File: src/rtl/calc_bank_pkg.sv
// rtl/calc_bank_pkg.sv - opcode, history entry and signed-limit helpers for calc_bank
package calc_bank_pkg;

  typedef enum logic [2:0] {
    OP_ADD  = 3'b000,
    OP_SUB  = 3'b001,
    OP_AND  = 3'b010,
    OP_OR   = 3'b011,
    OP_XOR  = 3'b100,
    OP_SLL  = 3'b101,
    OP_SRA  = 3'b110,
    OP_LOAD = 3'b111
  } op_t;

  // Entry fields are sized for the largest supported bank; unused upper bits are constant zero.
  localparam int HIST_IDX_W = 8;
  localparam int HIST_VAL_W = 64;

  typedef struct packed {
    logic [HIST_IDX_W-1:0] idx;
    logic [HIST_VAL_W-1:0] value;
  } hist_entry_t;

  function automatic logic [HIST_VAL_W-1:0] signed_max(input int w);
    return (HIST_VAL_W'(1) << (w - 1)) - HIST_VAL_W'(1);
  endfunction

  function automatic logic [HIST_VAL_W-1:0] signed_min(input int w);
    return HIST_VAL_W'(1) << (w - 1);
  endfunction

endpackage

File: src/rtl/calc_hist.sv
// rtl/calc_hist.sv - circular LIFO undo history; a push when full overwrites the oldest entry
module calc_hist
  import calc_bank_pkg::*;
#(
  parameter int DEPTH = 8
) (
  input  logic                     i_clk,
  input  logic                     i_rst,
  input  logic                     i_push,
  input  logic                     i_pop,
  input  hist_entry_t              i_push_data,
  output hist_entry_t              o_top_data,
  output logic [$clog2(DEPTH):0]   o_count
);

  localparam int PTR_W = $clog2(DEPTH);
  localparam logic [PTR_W:0] FULL = (PTR_W + 1)'(DEPTH);

  hist_entry_t        r_mem [DEPTH];
  logic [PTR_W-1:0]   r_wr_ptr;
  logic [PTR_W:0]     r_count;
  logic [PTR_W-1:0]   w_top_ptr;

  assign w_top_ptr  = r_wr_ptr - PTR_W'(1);
  assign o_top_data = r_mem[w_top_ptr];
  assign o_count    = r_count;

  always_ff @(posedge i_clk) begin
    if (!i_rst && i_push) begin
      r_mem[r_wr_ptr] <= i_push_data;
    end
  end

  // The write slot one past the newest is also the oldest slot once full, so wrapping overwrites it.
  always_ff @(posedge i_clk) begin
    if (i_rst) begin
      r_wr_ptr <= '0;
      r_count  <= '0;
    end else if (i_push) begin
      r_wr_ptr <= r_wr_ptr + PTR_W'(1);
      if (r_count != FULL) begin
        r_count <= r_count + (PTR_W + 1)'(1);
      end
    end else if (i_pop && (r_count != '0)) begin
      r_wr_ptr <= w_top_ptr;
      r_count  <= r_count - (PTR_W + 1)'(1);
    end
  end

endmodule

File: src/rtl/calc_bank.sv
// rtl/calc_bank.sv - bank of signed accumulators driven by board buttons, with undo history
module calc_bank
  import calc_bank_pkg::*;
#(
  parameter int WIDTH      = 16,
  parameter int NUM_ACC    = 4,
  parameter int HIST_DEPTH = 8,
  parameter int SATURATE   = 0
) (
  input  logic                          clk,
  input  logic                          btnu,
  input  logic                          btnc,
  input  logic                          btnl,
  input  logic                          btnr,
  input  logic                          btnd,
  input  logic                          btn_undo,
  input  logic [$clog2(NUM_ACC)-1:0]    acc_sel,
  input  logic [WIDTH-1:0]              sw,
  output logic [WIDTH-1:0]              led,
  output logic                          zero,
  output logic                          ovf,
  output logic [$clog2(HIST_DEPTH):0]   hist_cnt
);

  localparam int IDX_W = $clog2(NUM_ACC);
  localparam int SH_W  = $clog2(WIDTH);
  localparam int MSB   = WIDTH - 1;
  localparam logic [HIST_VAL_W-1:0] MAX_FULL = signed_max(WIDTH);
  localparam logic [HIST_VAL_W-1:0] MIN_FULL = signed_min(WIDTH);
  localparam logic [WIDTH-1:0] MAX_V = MAX_FULL[WIDTH-1:0];
  localparam logic [WIDTH-1:0] MIN_V = MIN_FULL[WIDTH-1:0];

  logic [WIDTH-1:0] r_acc [NUM_ACC];
  logic             r_btnd_q;
  logic             r_undo_q;
  logic             r_ovf;

  logic              w_commit;
  logic              w_undo;
  logic              w_restore;
  op_t               w_op;
  logic [WIDTH-1:0]  w_a;
  logic [WIDTH-1:0]  w_sum;
  logic [WIDTH-1:0]  w_diff;
  logic              w_add_ovf;
  logic              w_sub_ovf;
  logic [WIDTH-1:0]  w_clamp;
  logic [SH_W-1:0]   w_shamt;
  logic [WIDTH-1:0]  w_res;
  logic              w_ovf;
  hist_entry_t       w_push_data;
  hist_entry_t       w_top;
  logic [IDX_W-1:0]  w_rest_idx;
  logic [WIDTH-1:0]  w_rest_val;

  assign w_commit  = btnd & ~r_btnd_q;
  // An undo colliding with a commit is dropped, not queued.
  assign w_undo    = btn_undo & ~r_undo_q & ~w_commit;
  assign w_restore = w_undo & (hist_cnt != '0);

  assign w_op      = op_t'({btnc, btnl, btnr});
  assign w_a       = r_acc[acc_sel];
  assign w_sum     = w_a + sw;
  assign w_diff    = w_a - sw;
  assign w_add_ovf = (w_a[MSB] == sw[MSB]) && (w_sum[MSB] != w_a[MSB]);
  assign w_sub_ovf = (w_a[MSB] != sw[MSB]) && (w_diff[MSB] != w_a[MSB]);
  // On overflow the true result lies beyond the limit on the side of A's sign.
  assign w_clamp   = w_a[MSB] ? MIN_V : MAX_V;
  assign w_shamt   = sw[SH_W-1:0];

  always_comb begin
    w_res = w_a;
    w_ovf = 1'b0;
    case (w_op)
      OP_ADD: begin
        w_ovf = w_add_ovf;
        w_res = (w_add_ovf && (SATURATE != 0)) ? w_clamp : w_sum;
      end
      OP_SUB: begin
        w_ovf = w_sub_ovf;
        w_res = (w_sub_ovf && (SATURATE != 0)) ? w_clamp : w_diff;
      end
      OP_AND:  w_res = w_a & sw;
      OP_OR:   w_res = w_a | sw;
      OP_XOR:  w_res = w_a ^ sw;
      OP_SLL:  w_res = w_a << w_shamt;
      OP_SRA:  w_res = $signed(w_a) >>> w_shamt;
      OP_LOAD: w_res = sw;
      default: w_res = w_a;
    endcase
  end

  assign w_push_data = '{idx: HIST_IDX_W'(acc_sel), value: HIST_VAL_W'(w_a)};
  assign w_rest_idx  = IDX_W'(w_top.idx);
  assign w_rest_val  = WIDTH'(w_top.value);

  calc_hist #(
    .DEPTH (HIST_DEPTH)
  ) u_hist (
    .i_clk       (clk),
    .i_rst       (btnu),
    .i_push      (w_commit),
    .i_pop       (w_undo),
    .i_push_data (w_push_data),
    .o_top_data  (w_top),
    .o_count     (hist_cnt)
  );

  // Edge registers reset high so a button held through reset release does not fire.
  always_ff @(posedge clk) begin
    if (btnu) begin
      for (int i = 0; i < NUM_ACC; i++) begin
        r_acc[i] <= '0;
      end
      r_ovf    <= 1'b0;
      r_btnd_q <= 1'b1;
      r_undo_q <= 1'b1;
    end else begin
      r_btnd_q <= btnd;
      r_undo_q <= btn_undo;
      if (w_commit) begin
        r_acc[acc_sel] <= w_res;
        r_ovf          <= w_ovf;
      end else if (w_restore) begin
        r_acc[w_rest_idx] <= w_rest_val;
        r_ovf             <= 1'b0;
      end
    end
  end

  assign led  = r_acc[acc_sel];
  assign zero = (led == '0);
  assign ovf  = r_ovf;

endmodule

File: config.mk
export PLATFORM = sky130hd
export DESIGN_NAME = calc_bank
export DESIGN_NICKNAME = d
export VERILOG_FILES = /design/src/rtl/calc_bank_pkg.sv /design/src/rtl/calc_hist.sv /design/src/rtl/calc_bank.sv
export SDC_FILE = /design/constraint.sdc
export NUM_CORES = 1
export LEC_CHECK = 0
export CORE_MARGIN = 4
export CORE_UTILIZATION = 28
export DETAILED_ROUTE_END_ITERATION = 10
export PLACE_DENSITY = 0.54
export SLEW_MARGIN = 20
export SYNTH_ARGS = -nofsm -noshare
export SYNTH_HDL_FRONTEND = slang
export SYNTH_SLANG_ARGS = --single-unit
export TNS_END_PERCENT = 5
File: constraint.sdc
create_clock -name clk -period 10.28 [get_ports clk]
set_clock_uncertainty 0.2 [all_clocks]
set_input_delay 2.056 -clock clk [delete_from_list [all_inputs] [get_ports clk]]
set_output_delay 2.056 -clock clk [all_outputs]
set_load 0.05 [all_outputs]
After elaboration in Yosys (flattened, before gate mapping)
Memory sizes are Yosys's and may differ from the RTL's. Index checks and enable logic that the tools add are counted.

Memory bits (writable): 208. Logic and storage cells: 77. Bits of input ports: 25. Flip-flop bits (word level): 10. Memories: 2.

Muxes and demuxes: 26. Equal/unequal tests: 13. Bitwise logic cells: 10. Shift-type cells: 2. Reductions and logical operators: 13. $add $sub $neg: 6.

Memory list: u_hist.r_mem (words 8, width 18, read ports 1, clocked after Yosys merged registers in 0, wr ports 1, RTL line calc_hist.sv:19) `hist_entry_t r_mem [DEPTH];`; r_acc (words 4, width 16, read ports 1, clocked after Yosys merged registers in 0, wr ports 4, RTL line calc_bank.sv:33) `logic [WIDTH-1:0] r_acc [NUM_ACC];`.

Operators by type and width (count): $pmux 16 s8 (1); $mux 16 (2); $reduce_or 16->1 (2); $add 16x16->16 (1); $and 16x16->16 (1); $logic_not 16->1 (1); $or 16x16->16 (1); $shl 16x4->16 (1); $sshr 16x4->16 (1); $sub 16x16->16 (1); $xor 16x16->16 (1); $mux 1 (15); $eq 3x3->1 const B (4); $mux 4 (3); $eq 3x2->1 const B (2); $mux 3 (2); $add 4x1->4 const B (1); $and 1x1->1 (4); $logic_and 1x1->1 (4); $mux 2 (2); $ne 4x4->1 const B (1); $reduce_bool 2->1 (2); $reduce_bool 4->1 (1); $sub 4x1->4 const B (1); 11 further kinds (15).

Longest topological paths before layout
Gate-level depths: netlist of the first run.

Depth after elaboration: 11. Depth in mapped cells: 18. Gate-level depth less buffers: 12.

Hierarchy
From an unflattened synthesis of the first run, not the netlist that was laid out.

Cell total of the unflattened synthesis: 1775. Area total of the unflattened synthesis: 30772.0 µm².

Modules (own cells, without submodules): calc_hist (sequential area each 17436.7 µm², cells an instance 897, area an instance 22316.4 µm², instances 1); calc_bank (sequential area each 1981.9 µm², cells an instance 878, area an instance 8455.6 µm², instances 1).

Worst setup path before layout of the first run
OpenSTA, ideal clock, no wires.

Path kind: input to output. Start point: input port acc_sel[0]. End point: output port zero. Buffers on the path: 3. Stages on the path: 6. Data arrival time: 4512 ps. Setup slack: 3512 ps. Required time: 8024 ps. Cells stage by stage: buf_6 -> buf_2 -> buf_2 -> mux2i_1 -> nor4_1 -> and4_1.

Longest elaborated chain between the ends: 2.

RTL lines: start: declaration (RTL line calc_bank.sv:17) `input logic [$clog2(NUM_ACC)-1:0] acc_sel,`; $mem_v2 4x16; via led[14] (RTL line calc_bank.sv:19) `output logic [WIDTH-1:0] led,`; $logic_not 16->1 (RTL line calc_bank.sv:132) `assign zero = (led == '0);`; end: declaration (RTL line calc_bank.sv:20) `output logic zero,`.

The timed path passes the listed nets, and every way through them passes these cells.

Worst setup path after layout of the first run
Start point: input port acc_sel[1]. End point: output port zero.

Longest elaborated chain between the ends: 2.

RTL lines (RTL line): $mem_v2 4x16; $logic_not 16->1 (calc_bank.sv:132).

No other way between the ends.

==> run metrics, run 1 <==
Clk Tree Root Cell clkbuf_16; CP startpoint kind input pin; vias in the first global route roughly 10,000; post-route setup slack between 2 and 3 ns; placed cell area 0.0150 mm²; top layer in use met4; count of cell types in the netlist 82; final hold violations 0; critical path required time 8.02 ns; Max Cap Violations 0; DRT Wirelength 44,900 µm; total grt overflow 0; hold_buf cts 0; Longest Clk Path Bufs 3; Post-Syn Area 0.0138 mm²; metal2 WL 21,100 µm; Area contributors post-synth edfxtp_1 (45%), mux4_2 (13%), ha_1 (5.5%), nand2_1 (3.1%), nor2_1 (2.8%); post-synthesis register bit count 218; Avg WL per Cell 23.7 µm; largest net degree at the start of global routing 54; worst skew pair latency between 0.5 and 0.6 ns; Ys Warns 0; H-Tree Level Count 1; worst reg-to-reg path cell count 10; n_diodes 0; # clock sinks 218; RSZ-0062 raised after global routing no; syn nets 1,269; area delta synth->final 14.7%; final setup vio count 0; sequential-to-total area share from yosys stat 46.7%; cell taking the most area after synthesis edfxtp_1; leakage power around 5.6 nW; post-CTS setup buffer count 0; Placed Cells 1,849; initial antenna violation count 0; Post-synth EDFFs 208; syn_area_per_cell 11.7 µm²; hold path depth 2; Initial Utilization 28.3%; minimum clock period 7.60 ns; IO buf count 46; fin area 0.0158 mm²; DR vias roughly 10,000; final non-filler cell total 1,896; layout cell share with drive strength beyond 1 16.5%; CTS tree built; DRC 0; Post-Syn Instances 1,180; most frequent cells in the layout edfxtp_1 (208), nand2_1 (115), nor2_1 (103); Slew Limit Fails 0; outcome finished clean; TritonRoute pass-1 iters 5; antenna viol nets, final 0; Critical Path End Type primary output; TNS Setup 0 ns; Layout Nets 1,302; R2R Setup Slk 5.28 ns; DP HPWL between 30,000 and 40,000 µm; core area 0.0488 mm²; crit share post-route 74.0%; Pwr Density about 150 mW/mm²; CTS buffer count 25; DP Worst Slack 2.71 ns; Die W 230 µm; Hold/Removal Path Class flip-flop to flip-flop; Post-CTS Resized 0; drt via density 5.36; async set-reset flop share out of synthesis 0%; CP Data Arrival Time between 5 and 6 ns; WL met1 around 20,000 µm; GPL Wtd Cong 0.940; Yosys top cell area share 45.2%; Rows 81; max_slew headroom 36.8%; GRT Total Usage approximately 16%; Starting DRT DRC Count 1,417; Setup CP Type input pin to primary output; Worst-path clk slew 0.05 ns; global-route wire length before repair 66,900 µm; Main synth FF type edfxtp_1; commonest non-fill, non-tap cell in the layout edfxtp_1; slew of the pin with the lowest slew margin 0.941 ns; Fill cells 4,973; die extent in y 230 µm; die area ~0.053 mm²; Worst IR Drop VDD 0.000119 V; I/O pins 47; WL met3 3230 µm; fmax ~130 MHz; critical path fanouts, max 30
==> worst max-delay path, cell delays in order <==
cell and delay [ns]:
buf_2 0.56, buf_4 0.38, mux4_2 0.56, nor4_1 0.52, and4_1 0.39, clkdlybuf4s50_1 0.85
==> Yosys cell counts, drive strengths merged, types with 11 or more instances <==
cell	instances
nand2	115
mux4	84
nor2	104
edfxtp	208
a21oi	64
inv	67
xnor2	25
nor3	27
clkbuf	40
ha	61
buf	32
nor4	15
mux2	20
mux2i	36
nand3	25
o22ai	11
o21ai	62
==> layer usage <==
layer | GRT usage, % | vias to the layer above
met5 | 0 | -
met4 | 3.93 | 0
met3 | 3.08 | 66
met2 | 26.7 | 409
met1 | 22.8 | 5118
li1 | - | 4577
==> final timing paths <==
kind                      startpoint          end
setup reg to reg  u_hist.r_wr_ptr[0]  r_acc[2][4]
hold reg to reg                  ovf          ovf
hold / removal                   ovf          ovf
setup / recovery          acc_sel[1]         zero
==> report_power, final <==
group | switching, W | internal (W)
registers | 0.0000203 | 0.00100
clock network | 0.000362 | 0.000501
logic | 0.000344 | 0.000204
total | 0.000727 | 0.00171
==> layout make-up <==
cell class | count | area (µm²) | share of cell area, %
clock buffers | 30 | 644 | 4.07
well taps | 664 | 831 | 5.25
clock inverters | 16 | 154 | 0.972
inverters | 69 | 259 | 1.64
flip-flops and latches | 218 | 6450 | 40.7
repair buffers | 78 | 681 | 4.30
multi-input cells | 821 | 6820 | 43.1
==> kinds of logic (layout without fill, tap and decap cells) <==
family	count (synthesis)	in the layout	synth area share (%)
simple gates	344	344	11.4
compound gates	241	241	11.6
fa+ha+maj	64	64	5.96
xor+xnor	32	32	2.03
mux	140	140	18.1
flops	218	218	46.7
buf+inv	141	193	4.28
==> per-stage QoR <==
stage	total power [W]	hold slack [ns]	util [%]
after detailed placement	0.00158	0.319	30.8
final	0.00243	0.321	32.4
after global placement	0.00158	0.319	30.8
after global routing	0.00254	0.382	32.4
after CTS	0.00245	0.346	32.4
after floorplan	0.00141	0.326	-
==> flip-flops by register name (all words and copies together) (netlist names) <==
name             count
u_hist.o_count       4
ovf                  1
r_undo_q             1
r_acc               64
u_hist.r_wr_ptr      3
r_btnd_q             1
u_hist.r_mem       144
Note: power is estimated with default switching activity, not from simulation.
==> run 2: changes to the inputs <==
==> constraint.sdc (replaced) <==
create_clock -name clk -period 7.68 [get_ports clk]
set_clock_uncertainty 0.2 [all_clocks]
set_input_delay 1.536 -clock clk [delete_from_list [all_inputs] [get_ports clk]]
set_output_delay 1.536 -clock clk [all_outputs]
set_load 0.05 [all_outputs]
==> run metrics, run 2 (synthesis gave the netlist of run 1 again) <==
hold_buf cts 0; DRC 0; Clk Tree Root Cell clkbuf_16; total grt overflow 0; DP HPWL roughly 32,000 µm; Layout Nets 1,310; Setup CP Type input pin to primary output; max_slew headroom approximately 30%; DRT Wirelength 45,300 µm; Hold/Removal Path Class flip-flop to flip-flop; H-Tree Level Count 1; core area around 0.05 mm²; Crit. Startpoint acc_sel[0]; layout cell share with drive strength beyond 1 16.9%; CP Data Arrival Time 4.84 ns; area delta synth->final 15.1%; n_diodes 0; Largest Register u_hist.r_mem; CTS buffer count 25; commonest non-fill, non-tap cell in the layout edfxtp_1; hold path start ovf; IO buf count 46; die area 0.0529 mm²; global-route wire length before repair slightly below 70,000 µm; DR vias 10,361; fmax 152 MHz; Starting DRT DRC Count 1,310; Die W 230 µm; fin area roughly 0.016 mm²; Worst-path clk slew 0.06 ns; placed cell area 0.0151 mm²; RSZ-0062 raised after global routing no; slew of the pin with the lowest slew margin approximately 1.1 ns; Avg WL per Cell 23.8 µm; Critical Path End Type primary output; # clock sinks 218; critical path fanouts, max 38; Initial Utilization 28.3%; drt via density ~5.5; Slew Limit Fails 0; final setup vio count 0; minimum clock period 6.58 ns; GRT Total Usage 16.6%; Worst IR Drop VDD 0.000146 V; TritonRoute pass-1 iters 5; crit share post-route approximately 86%; Max Cap Violations 0; GPL Wtd Cong 0.955; Hold WS 0.334 ns; outcome finished clean; largest net degree at the start of global routing 39; CTS tree built; antenna viol nets, final 0; die extent in y 230 µm; max reg flops 144; critical path required time 5.94 ns; reg2reg start u_hist.r_wr_ptr[0]; Longest Clk Path Bufs 3; post-CTS setup buffer count 0; CP startpoint kind input pin; I/O pins 47; Post-CTS Resized 0; final hold violations 0; Pwr Density 205 mW/mm²; initial antenna violation count 0; most frequent cells in the layout edfxtp_1 (208), nand2_1 (115), nor2_1 (102); leakage power 5.62 nW; TNS Setup 0 ns; vias in the first global route 10,099; Rows 81; worst skew pair latency about 0.55 ns
==> run 2: worst paths after layout <==
kind	endpoint	slack, ns	depth (start not counted)
max reg2reg	r_acc[0][14]	2.89	9
min	ovf	0.33	2
max	zero	1.10	6
min reg2reg	ovf	0.33	2
==> run 2: area by class of cell <==
class,count,area [µm²]
clock buffers,28,637
flip-flops and latches,218,6450
fillers,4988,33000
well taps,664,831
multi-input cells,821,6830
repair buffers,86,741
clock inverters,15,149
inverters,69,259
==> run 2: routing by layer <==
layer	vias up	GRT usage [%]	share of wire [%]
met2	451	26.3	46
met4	0	4.16	2.9
met3	100	3.53	8.1
li1	4578	-	-
met5	-	0	0
met1	5232	23.2	43
==> run 2: where the power goes <==
group          switching (W)  leakage, nW  internal [W]
Clock               0.000480        0.388      0.000667
Sequential         0.0000231         2.05       0.00134
Combinational       0.000473         3.18      0.000277
Total               0.000976         5.62       0.00228
==> run 2: stage by stage <==
step                power, W  setup WS [ns]  instances  util (%)
finish               0.00326           1.10       1901      32.5
global placement     0.00212           1.07       1858      30.9
global route         0.00339          0.907       1901      32.5
CTS                  0.00328           1.11       1901      32.5
floorplan            0.00189           1.95       1180         -
detailed placement   0.00213           1.12       1858      30.9
==> run 2: critical path, stage by stage <==
cell             delay (ns)
buf_2                  0.68
buf_4                  0.34
mux4_2                 0.76
nor4_1                 0.26
and4_1                 0.37
clkdlybuf4s50_1        0.85
